File: src/rtl/exc_ctrl.sv
// exc_ctrl -- exception / interrupt controller in front of the CP0 block.
//
// Collects commit-stage exception flags and synchronized, masked hardware
// interrupts. It picks the highest-priority event and reports it to CP0
// combinationally in the commit cycle. It then holds a flush/redirect
// handshake to fetch until fetch accepts it. The target is the exception
// vector or EPC.
//
// Optional feature macro: TIMER_INT_EN
//   defined   -> count/compare timer built, timer_ip ORed into IP7
//   undefined -> timer_ip tied 0, compare_we/cp0_count/cp0_compare unused
//
// Ports:
//   clk, reset                 clock, asynchronous active-high reset
//   commit_*                   committing instruction: valid, pc, delay slot,
//                              exception flags
//                              {adel_if,ri,ov,sys,bp,adel_mem,ades_mem}, eret
//   mem_addr                   data address reported for AdEL/AdES
//   ext_int                    asynchronous hardware interrupt lines
//   status_*, cause_ip_sw      CP0 interrupt enable / mask / software IP state
//   cp0_epc                    ERET return target
//   cp0_count, cp0_compare,
//   compare_we                 timer inputs
//   exc_*, eret_out            event report to CP0 (combinational)
//   hw_ip                      IP[7:2] for CP0 Cause
//   flush                      kill younger stages (commit cycle only)
//   commit_stall               held while a redirect is outstanding
//   redirect_valid/pc/ready    redirect handshake with fetch
module exc_ctrl #(
  parameter logic [31:0] EXC_VECTOR = 32'hBFC0_0380
) (
  input  logic        clk,
  input  logic        reset,
  input  logic        commit_valid,
  input  logic [31:0] commit_pc,
  input  logic        commit_in_delay_slot,
  input  logic [6:0]  commit_exc_flags,
  input  logic        commit_eret,
  input  logic [31:0] mem_addr,
  input  logic [5:0]  ext_int,
  input  logic        status_ie,
  input  logic        status_exl,
  input  logic [7:0]  status_im,
  input  logic [1:0]  cause_ip_sw,
  input  logic [31:0] cp0_epc,
  input  logic [31:0] cp0_count,
  input  logic [31:0] cp0_compare,
  input  logic        compare_we,
  output logic        exc_valid,
  output logic [4:0]  exc_code,
  output logic [31:0] exc_pc,
  output logic        exc_in_delay_slot,
  output logic [31:0] exc_badvaddr,
  output logic        eret_out,
  output logic [5:0]  hw_ip,
  output logic        flush,
  output logic        commit_stall,
  output logic        redirect_valid,
  output logic [31:0] redirect_pc,
  input  logic        redirect_ready
);

  typedef enum logic {IDLE, REDIR} state_t;

  state_t      state_reg, state_next;
  logic [31:0] redirect_pc_reg, redirect_pc_next;
  logic [5:0]  ext_meta_reg, ext_s_reg;
  logic        timer_ip;
  logic [7:0]  ip;
  logic        int_pend;
  logic        exc_hit;

  // Two-flop synchronizer for the asynchronous interrupt lines.
  always_ff @(posedge clk or posedge reset) begin
    if (reset) begin
      ext_meta_reg <= '0;
      ext_s_reg    <= '0;
    end else begin
      ext_meta_reg <= ext_int;
      ext_s_reg    <= ext_meta_reg;
    end
  end

`ifdef TIMER_INT_EN
  logic timer_ip_reg;

  // Sticky match flag; a Compare write clears it and beats a same-cycle match.
  always_ff @(posedge clk or posedge reset) begin
    if (reset)
      timer_ip_reg <= 1'b0;
    else if (compare_we)
      timer_ip_reg <= 1'b0;
    else if (cp0_count == cp0_compare)
      timer_ip_reg <= 1'b1;
  end

  assign timer_ip = timer_ip_reg;
`else
  logic unused_timer;
  assign unused_timer = ^{compare_we, cp0_count, cp0_compare};
  assign timer_ip     = 1'b0;
`endif

  assign ip       = {ext_s_reg[5] | timer_ip, ext_s_reg[4:0], cause_ip_sw};
  assign hw_ip    = ip[7:2];
  assign int_pend = status_ie & ~status_exl & (|(ip & status_im));

  always_ff @(posedge clk or posedge reset) begin
    if (reset) begin
      state_reg       <= IDLE;
      redirect_pc_reg <= '0;
    end else begin
      state_reg       <= state_next;
      redirect_pc_reg <= redirect_pc_next;
    end
  end

  always_comb begin
    state_next        = state_reg;
    redirect_pc_next  = redirect_pc_reg;
    exc_hit           = 1'b0;
    exc_valid         = 1'b0;
    exc_code          = 5'h00;
    exc_pc            = '0;
    exc_in_delay_slot = 1'b0;
    exc_badvaddr      = '0;
    eret_out          = 1'b0;
    flush             = 1'b0;
    case (state_reg)
      IDLE: begin
        if (commit_valid) begin
          // Priority chain, highest first. Interrupt code 0x00 is the default.
          if (int_pend) begin
            exc_hit  = 1'b1;
          end else if (commit_exc_flags[6]) begin
            exc_hit      = 1'b1;
            exc_code     = 5'h04;
            exc_badvaddr = commit_pc;
          end else if (commit_exc_flags[5]) begin
            exc_hit  = 1'b1;
            exc_code = 5'h0A;
          end else if (commit_exc_flags[4]) begin
            exc_hit  = 1'b1;
            exc_code = 5'h0C;
          end else if (commit_exc_flags[3]) begin
            exc_hit  = 1'b1;
            exc_code = 5'h08;
          end else if (commit_exc_flags[2]) begin
            exc_hit  = 1'b1;
            exc_code = 5'h09;
          end else if (commit_exc_flags[1]) begin
            exc_hit      = 1'b1;
            exc_code     = 5'h04;
            exc_badvaddr = mem_addr;
          end else if (commit_exc_flags[0]) begin
            exc_hit      = 1'b1;
            exc_code     = 5'h05;
            exc_badvaddr = mem_addr;
          end

          if (exc_hit) begin
            // An exception overrides a same-cycle ERET.
            exc_valid         = 1'b1;
            exc_pc            = commit_pc;
            exc_in_delay_slot = commit_in_delay_slot;
            flush             = 1'b1;
            state_next        = REDIR;
            redirect_pc_next  = EXC_VECTOR;
          end else if (commit_eret) begin
            eret_out         = 1'b1;
            flush            = 1'b1;
            state_next       = REDIR;
            redirect_pc_next = cp0_epc;
          end
        end
      end
      REDIR: begin
        if (redirect_ready)
          state_next = IDLE;
      end
      default: state_next = IDLE;
    endcase
  end

  assign redirect_valid = (state_reg == REDIR);
  assign commit_stall   = (state_reg == REDIR);
  assign redirect_pc    = redirect_pc_reg;

endmodule

File: config.mk
export PLATFORM = sky130hd
export DESIGN_NAME = exc_ctrl
export DESIGN_NICKNAME = d
export VERILOG_FILES = /design/src/rtl/exc_ctrl.sv
export SDC_FILE = /design/constraint.sdc
export NUM_CORES = 1
export LEC_CHECK = 0
export ABC_AREA = 1
export CELL_PAD_IN_SITES_DETAIL_PLACEMENT = 0
export CELL_PAD_IN_SITES_GLOBAL_PLACEMENT = 2
export CORE_MARGIN = 8
export CORE_UTILIZATION = 11
export DETAILED_ROUTE_END_ITERATION = 10
export PLACE_DENSITY_LB_ADDON = 0.1
export SYNTH_ARGS = -nofsm -noshare
export SYNTH_HDL_FRONTEND = slang
export SYNTH_SLANG_ARGS = --single-unit
File: constraint.sdc
create_clock -name clk -period 1.4 [get_ports clk]
set_clock_uncertainty 0.1 [all_clocks]
set_input_delay 0.14 -clock clk [delete_from_list [all_inputs] [get_ports clk]]
set_output_delay 0.14 -clock clk [all_outputs]
set_load 0.03 [all_outputs]
## Word level (Yosys, flattened, before mapping)

Index checks and enable logic that the tools add are counted.

| word-level totals | value |
|---|---|
| output and inout bits | 113 |
| register bits | 45 |

| operators by class | value |
|---|---|
| bitwise operators | 5 |
| reduce and logical (&&, ||, !) cells | 3 |
| multiplexer cells | 50 |

Operator list:

| operator | count |
|---|---|
| two-way mux 32 bit | 15 |
| two-way mux 4 bit | 7 |
| two-way mux 1 bit | 24 |
| AND 8 bit | 1 |
| OR reduction 8 bit | 1 |
| two-way mux 3 bit | 2 |
| two-way mux 5 bit | 1 |
| AND reduction 3 bit | 1 |
| AND 1 bit | 2 |
| NOT 1 bit | 2 |
| one-hot mux 1 bit (2 select lines) | 1 |
| nonzero test 2 bit | 1 |

## Depth between registers and ports, before layout

Gate-level depths: netlist (run 1).

| depth | value |
|---|---|
| depth after elaboration | 13 |
| gate-level depth with buffers | 11 |
| gate-level depth less buffers | 10 |

## Least setup slack after synthesis (run 1)

Ideal clock, no wire load.

| timing path | value |
|---|---|
| path type | register to output |
| start point | register ext_s_reg[3], in the netlist hw_ip[3] |
| end point | output exc_code[3] |
| data arrival time | 1745 ps |
| slack | -585 ps |
| path buffers | 0 |
| cell stages (with the launch flop) | 8 |
| required time | 1160 ps |
| path through | dfrtp_1 nand2_1 nand2_1 nor2_1 nand2_1 nand2_1 nand2_1 nor3b_1 |

| on the way | value |
|---|---|
| longest elaborated chain between the ends | 6 |

Ends and longest elaborated chain:

| what | line | RTL |
|---|---|---|
| from (decl) | 67 | `logic [5:0] ext_meta_reg, ext_s_reg;` |
| from (signal assigned) | 80 | `ext_s_reg <= ext_meta_reg;` |
| AND 8 bit | 106 | `assign int_pend = status_ie & ~status_exl & (\|(ip & status_im));` |
| OR reduction 8 bit | 106 |  |
| AND 1 bit | 106 |  |
| two-way mux 4 bit | 133 | `if (int_pend) begin` |
| two-way mux 4 bit | 131 | `if (commit_valid) begin` |
| two-way mux 5 bit | 129 | `case (state_reg)` |
| to (decl) | 50 | `output logic [4:0] exc_code,` |

No other way between the ends.

## Final worst setup path (run 1)

| timing path | value |
|---|---|
| start point | register ext_s_reg[5], in the netlist hw_ip[5] |
| end point | output exc_code[3] |

The elaborated chain is that of the path after synthesis.

==> results of run 1 <==
-- cell families after synthesis --
family	count (synthesis)
AND/OR/NAND/NOR	208
buffers and inverters	83
other	1
flip-flops	45
AO/OA/AOI/OAI	35
multiplexers	1
-- final timing paths --
| kind | start | cells after the start | endpoint | slack (ps) |
|---|---|---|---|---|
| min in group clk | ext_int[1] | 1 | ext_meta_reg[1] | 180 |
| setup / recovery | hw_ip[5] | 10 | exc_code[3] | -640 |
| max in group asynchronous | reset | 3 | redirect_pc[9] | 720 |
| hold reg to reg | ext_meta_reg[2] | 0 | hw_ip[2] | 250 |
| setup reg to reg | hw_ip[2] | 15 | redirect_pc[21] | -490 |
| hold / removal | reset | 2 | redirect_pc[1] | 40 |
-- routing by layer --
metal / vias up / track usage [%] / share of wire (%)
li1: 1751 / - / -
met1: 1673 / 12.25 / 40
met2: 162 / 17.97 / 50
met3: 8 / 3.105 / 9.4
met4: 0 / 1.874 / 0.79
met5: - / 0 / 0
-- final cells by class --
class | count | area [µm²] | share of cell area [%]
clock buffer | 6 | 138.9 | 1.899
tap | 324 | 405.4 | 5.544
multi-input combinational | 245 | 1932 | 26.42
timing repair buffer | 301 | 3470 | 47.45
inverter | 54 | 214.0 | 2.926
sequential | 45 | 1135 | 15.52
clock inverter | 2 | 17.52 | 0.2396
-- worst max-delay path: stages (launching register included) --
cell and delay (ps):
dfrtp_2 410, nand2_2 60, nand2_2 50, nor2_4 110
nand2_2 70, nand2_4 80, buf_6 110, nand2_8 100
buf_12 160, nor3b_4 170, buf_6 160
-- power groups by stage --
| stage | Combinational (mW) | Clock [mW] | Sequential [mW] |
|---|---|---|---|
| floorplan | 1.11 | 0 | 1.78 |
| global placement | 2.63 | 0 | 1.56 |
| detailed placement | 2.63 | 0 | 1.55 |
| CTS | 2.79 | 1.37 | 1.53 |
| global route | 3.17 | 1.41 | 1.55 |
| finish | 2.98 | 1.29 | 1.53 |
-- placed cells by master, fill, tap and decap left out, types with 2 or more instances in the layout --
cell,Yosys,routed
nor3_4,0,3
buf_2,8,2
clkbuf_16,0,6
a32oi_2,0,5
nand2_8,0,2
dlymetal6s2s_1,0,2
nand2_2,2,29
buf_12,0,30
dfrtp_2,0,7
nor2_2,4,4
dlygate4sd2_1,0,29
nand2_4,1,8
buf_8,0,5
clkdlybuf4s50_1,0,123
buf_6,5,87
buf_16,0,5
nand2_1,92,56
inv_1,53,49
a32oi_1,32,27
nor2_4,0,68
nand3_1,31,28
buf_4,8,16
nor2_1,72,4
dfrtp_1,45,38
inv_2,1,3
nand3_2,0,3
-- what timing repair did --
item,in CTS,in global routing
hold endpoints to repair,0,0
pin swaps,15,29
endpoints found under the setup margin,136,105
cloned,5,2
setup buffers,2,18
resized for setup,107,118
-- cells in the mapped netlist, types with 2 or more instances --
master / instances / area [µm²]
nand2_1: 92 / 345.3
nor2_1: 72 / 270.3
inv_1: 53 / 198.9
dfrtp_1: 45 / 1126
a32oi_1: 32 / 280.3
nand3_1: 31 / 155.2
buf_2: 8 / 40.04
buf_4: 8 / 60.06
clkbuf_1: 7 / 26.28
buf_6: 5 / 56.30
nor2_2: 4 / 25.02
nor3_1: 4 / 20.02
nand2_2: 2 / 12.51
-- metrics by stage --
step | util [%] | hold slack (ps) | setup slack (ps)
2_1_floorplan | - | 71.43 | -281.4
3_3_place_gp | 25.84 | 231.9 | -807.6
3_5_place_dp | 25.84 | 236.3 | -806.2
4_1_cts | 28.00 | 32.90 | -730.9
5_1_grt | 30.24 | 51.88 | -753.5
6_report | 30.24 | 36.75 | -640.0
==> results.yml, run 1 <==
timing:
  layout_worst_path_cycle_share_pct: 145.7
  fin_crit_ps: 2040
  worst_slack_ps: -640.0
  max_freq_ghz: 0.4902
  rsz0062_at_grt: "yes"
  slew_violations: 0
  setup_viol: 105
  setup_tns_ps: -52750
  hold_viol: 0
logic_synthesis:
  synth.mux.area_fraction_pct: 0.3726
  synthArstFlopShare_pct: 100.0
  ys_types: 23
  synth_seq_cells: 45
  synth_top_family_by_area: "simple AND/OR/NAND/NOR gates"
  yosys.area_share.simple_pct: 31.90
  synthFlopType: "dfrtp_1"
  syn_area_mm2: 0.002686
  synth_warnings: 0
  syn-num-nets: 565
  synth_xor_xnor_area_share_pct: 0
  synth_compound_area_share_pct: 11.18
  synth_area_per_cell_um2: 7.202
  synth-seq-area-share_pct: 41.92
  synthAdderAreaFrac_pct: 0
  syn_inst: 373
  synth_edf_count: 0
pwr:
  switching_power_mw: 2.219
  ir_worst_vdd_uv: 549.6
  leakagePower_nw: 3.265
  p_per_area_mw_per_mm2: 792.5
  swShare_pct: 38.29
  comb_power_share_pct: 51.4
  power_mw: 5.795
  power.internal_mw: 3.576
  clkPwrFrac_pct: 22.3
  p_seq_share_pct: 26.3
final_layout:
  fillers: 2550
  final_layout_size_suffix_gt1_share_pct: 44.56
  fin_nets: 844
  largest_reg_flops: 32
  fin_cells: 977
  syn2layout_area_growth_pct: 172.2
  stdcell_area_mm2: 0.007312
  diodes: 0
route:
  first_iter_violations: 101
  drtAntennaViolNets: 0
  via_per_inst: 3.679
  dr_total_vias: 3594
  post-route-drc-count: 0
  wire_per_inst_um: 16.81
  drt_wl_total_um: 16430
  drt-pass1-iter-count: 4
worst_setup_path:
  critical_path_peak_fanout: 5
  path_class: "reg2out"
  crit_path_start_kind: "flop"
  end_kind: "output port"
  critical_path_arrival_ps: 1800
  crit_required_ps: 1160
status:
  violations: "negative setup slack"
  outcome: "complete, but fails checks"
global_route:
  grt_remaining_overflow: 0
  grt_antenna_before_repair: 0
  globalRouteTotalUtil_pct: 10.25
  grt_pass1_vias: 3750
  grt_pass1_wl_um: 23350
  grt_max_degree: 38
floorplan:
  die_w_um: 172.3
  dieArea_mm2: 0.02968
  initial_utilization_pct: 11.11
  io_pins: 305
  core_area_mm2: 0.02418
  num_rows: 57
  die_y_um: 172.3
clock_network:
  ctsHoldBuffers: 0
  path_clk_slew_ps: 70
  cts_made_buffers: 5
  clk_path_buf_depth: 2
  ctsRootBufferMaster: "clkbuf_16"
  clock_sinks: 45
  clk_latency_ps: 290
  cts_tree: "yes"
  h-tree-depth: 2
min_path:
  worstHoldPathType: "in2async"
place:
  dpl-instance-area_mm2: 0.006247
  dp.cells: 945
  place_hpwl_um: 12570
  port-buffer-count: 238
  routabilityCongestion: 0.8013
flow_run:
  cap_viol_max_count: 0
No activity file was read; power rests on OpenSTA's default activity.
==> inputs of run 2 (changes only) <==
TNS_END_PERCENT = 30   (was unset)
==> run 2 against run 1 <==
The run still ends with negative setup slack left. Clock power barely moved. First-iteration DRC count rose by 9.9%. Critical path depth did not move. Hold slack improved by 60 ps. Cell count fell by 1.0%. Total power fell by 4.2%. Wire length fell by 2.0%. Cell area fell by 5.8%. Combinational power fell by 7.7%. Via count fell by 2.7%. Flip-flop and latch count did not move. Sequential power barely moved. Largest power group unchanged. Highest routed layer unchanged.
==> results.yml, run 2 (synthesis gave the netlist of run 1 again) <==
status:
  outcome: "complete, but fails checks"
  violations: "negative setup slack"
route:
  drtAntennaViolNets: 0
  drt-pass1-iter-count: 4
  via_per_inst: 3.616
  post-route-drc-count: 0
  first_iter_violations: 111
  dr_total_vias: 3497
  wire_per_inst_um: 16.64
  drt_wl_total_um: 16090
place:
  place_hpwl_um: 12380
  routabilityCongestion: 0.8232
  dp.cells: 941
  dpl-instance-area_mm2: 0.006146
  post-place-ws_ps: -769.4
  port-buffer-count: 238
global_route:
  grt_antenna_before_repair: 0
  globalRouteTotalUtil_pct: 10.23
  grt_max_degree: 46
  grt_pass1_wl_um: 23260
  grt_pass1_vias: 3793
  grt_remaining_overflow: 0
floorplan:
  io_pins: 305
  die_y_um: 172.3
  die_w_um: 172.3
  core_area_mm2: 0.02418
  initial_utilization_pct: 11.11
  num_rows: 57
  dieArea_mm2: 0.02968
clock_network:
  h-tree-depth: 2
  cts_made_buffers: 5
  cts_tree: "yes"
  ctsRootBufferMaster: "clkbuf_16"
  clock_sinks: 45
  path_clk_slew_ps: 70
  clk_path_buf_depth: 2
  clk_latency_ps: 290
final_layout:
  largest_reg_flops: 32
  layout_commonest_cell: "clkdlybuf4s50_1"
  stdcell_area_mm2: 0.006887
  layout_common_cells: "clkdlybuf4s50_1, nand2_1, nor2_4, buf_6, inv_1"
  fin_cells: 967
  fin_nets: 833
  syn2layout_area_growth_pct: 156.4
  final_util_pct: 28.48
  final_layout_size_suffix_gt1_share_pct: 37.69
worst_setup_path:
  max_stage_delay_ps: 420
  crit_required_ps: 1160
  end_kind: "output port"
  crit_family: "simple AND/OR/NAND/NOR gates"
  crit_path_frequent_cell: "nand2_2"
  critical_path_peak_fanout: 6
  crit_path_start_kind: "flop"
  critPathSlowestCell: "dfrtp_2"
  cp_cell_sequence: "nand2_2 > nand2_2 > nor2_4 > nand2_2 > nand2_4 > buf_4 > nand2_8 > buf_4 > nor3b_4 > buf_6"
  path_class: "reg2out"
  crit_buf_inv: 3
  critical_path_arrival_ps: 1800
pwr:
  leakagePower_nw: 3.079
  ir_worst_vdd_uv: 422.0
  p_per_area_mw_per_mm2: 806.2
  power_mw: 5.552
timing:
  setup_viol: 105
  fin_hold_ws_ps: 96.85
  slew_violations: 0
  hold_viol: 0
  worst_slack_ps: -644.3
  layout_worst_path_cycle_share_pct: 146.0
  fin_crit_ps: 2044
  setup_tns_ps: -54990
  max_freq_ghz: 0.4892
  rsz0062_at_grt: "yes"
min_path:
  worstHoldPathType: "in2async"
flow_run:
  cap_viol_max_count: 0
[run 2: cell types whose count changed in the layout (fill, tap and decap cells not counted), moves of 3 or more]
cell	before	now
buf_4	16	33
dlygate4sd2_1	29	32
a32oi_1	27	30
buf_6	87	63
a32oi_2	5	2
nand2_2	29	7
nand2_4	8	3
nand2_1	56	84
nor2_4	68	63
nor2_2	4	7
buf_12	30	26
buf_8	5	2
[run 2: path summary, 6_finish.rpt]
path | from | end | slack (ps) | cells past startpoint
max in group asynchronous | reset | redirect_pc[8] | 870 | 3
worst min register to register | ext_meta_reg[2] | hw_ip[2] | 250 | 0
min in group clk | ext_int[2] | ext_meta_reg[2] | 180 | 1
worst max-delay path | hw_ip[4] | exc_code[3] | -640 | 10
worst max register to register | hw_ip[4] | redirect_pc[8] | -460 | 14
worst min-delay path | reset | redirect_pc[6] | 100 | 3
[run 2: report_power, final]
| part | internal, mW | total [mW] | switching (mW) |
|---|---|---|---|
| clock | 0.722 | 1.28 | 0.560 |
| combinational | 1.27 | 2.75 | 1.49 |
| sequential | 1.43 | 1.52 | 0.0866 |
[run 2: area by class of cell]
type / instances / area [µm²]
fillers: 2581 / 17290
flip-flops and latches: 45 / 1134
clock inverters: 2 / 17.52
diodes: 1 / 2.502
well taps: 324 / 405.4
inverters: 54 / 206.4
clock buffers: 6 / 138.9
repair buffers: 290 / 3213
multi-input cells: 245 / 1769
[run 2: what timing repair did]
action	4_1_cts	5_1_grt
gates cloned	4	2
endpoints found under the setup margin	139	105
hold endpoints to repair	0	0
pin swaps	26	10
buffers inserted	8	4
hold buffers	0	0
resized for setup	127	16
[run 2: tightest hold or removal path, cell delays in order]
cell             delay [ps]
clkdlybuf4s50_1         410
inv_2                    70
buf_12                  260
[run 2: per-layer routing]
| metal | up-vias | routed length (µm) | GRT usage [%] |
|---|---|---|---|
| met3 | 8 | 1502 | 3.059 |
| li1 | 1724 | - | - |
| met1 | 1609 | 6484 | 12.05 |
| met2 | 156 | 7978 | 18.23 |
| met5 | - | 0 | 0 |
| met4 | 0 | 127 | 1.799 |
==> inputs of run 3 (changes only) <==
ABC_CLOCK_PERIOD_IN_PS = 1400   (was unset)
==> results of run 3 <==
The final DEF is identical to that of run 2; final timing and power are the same.
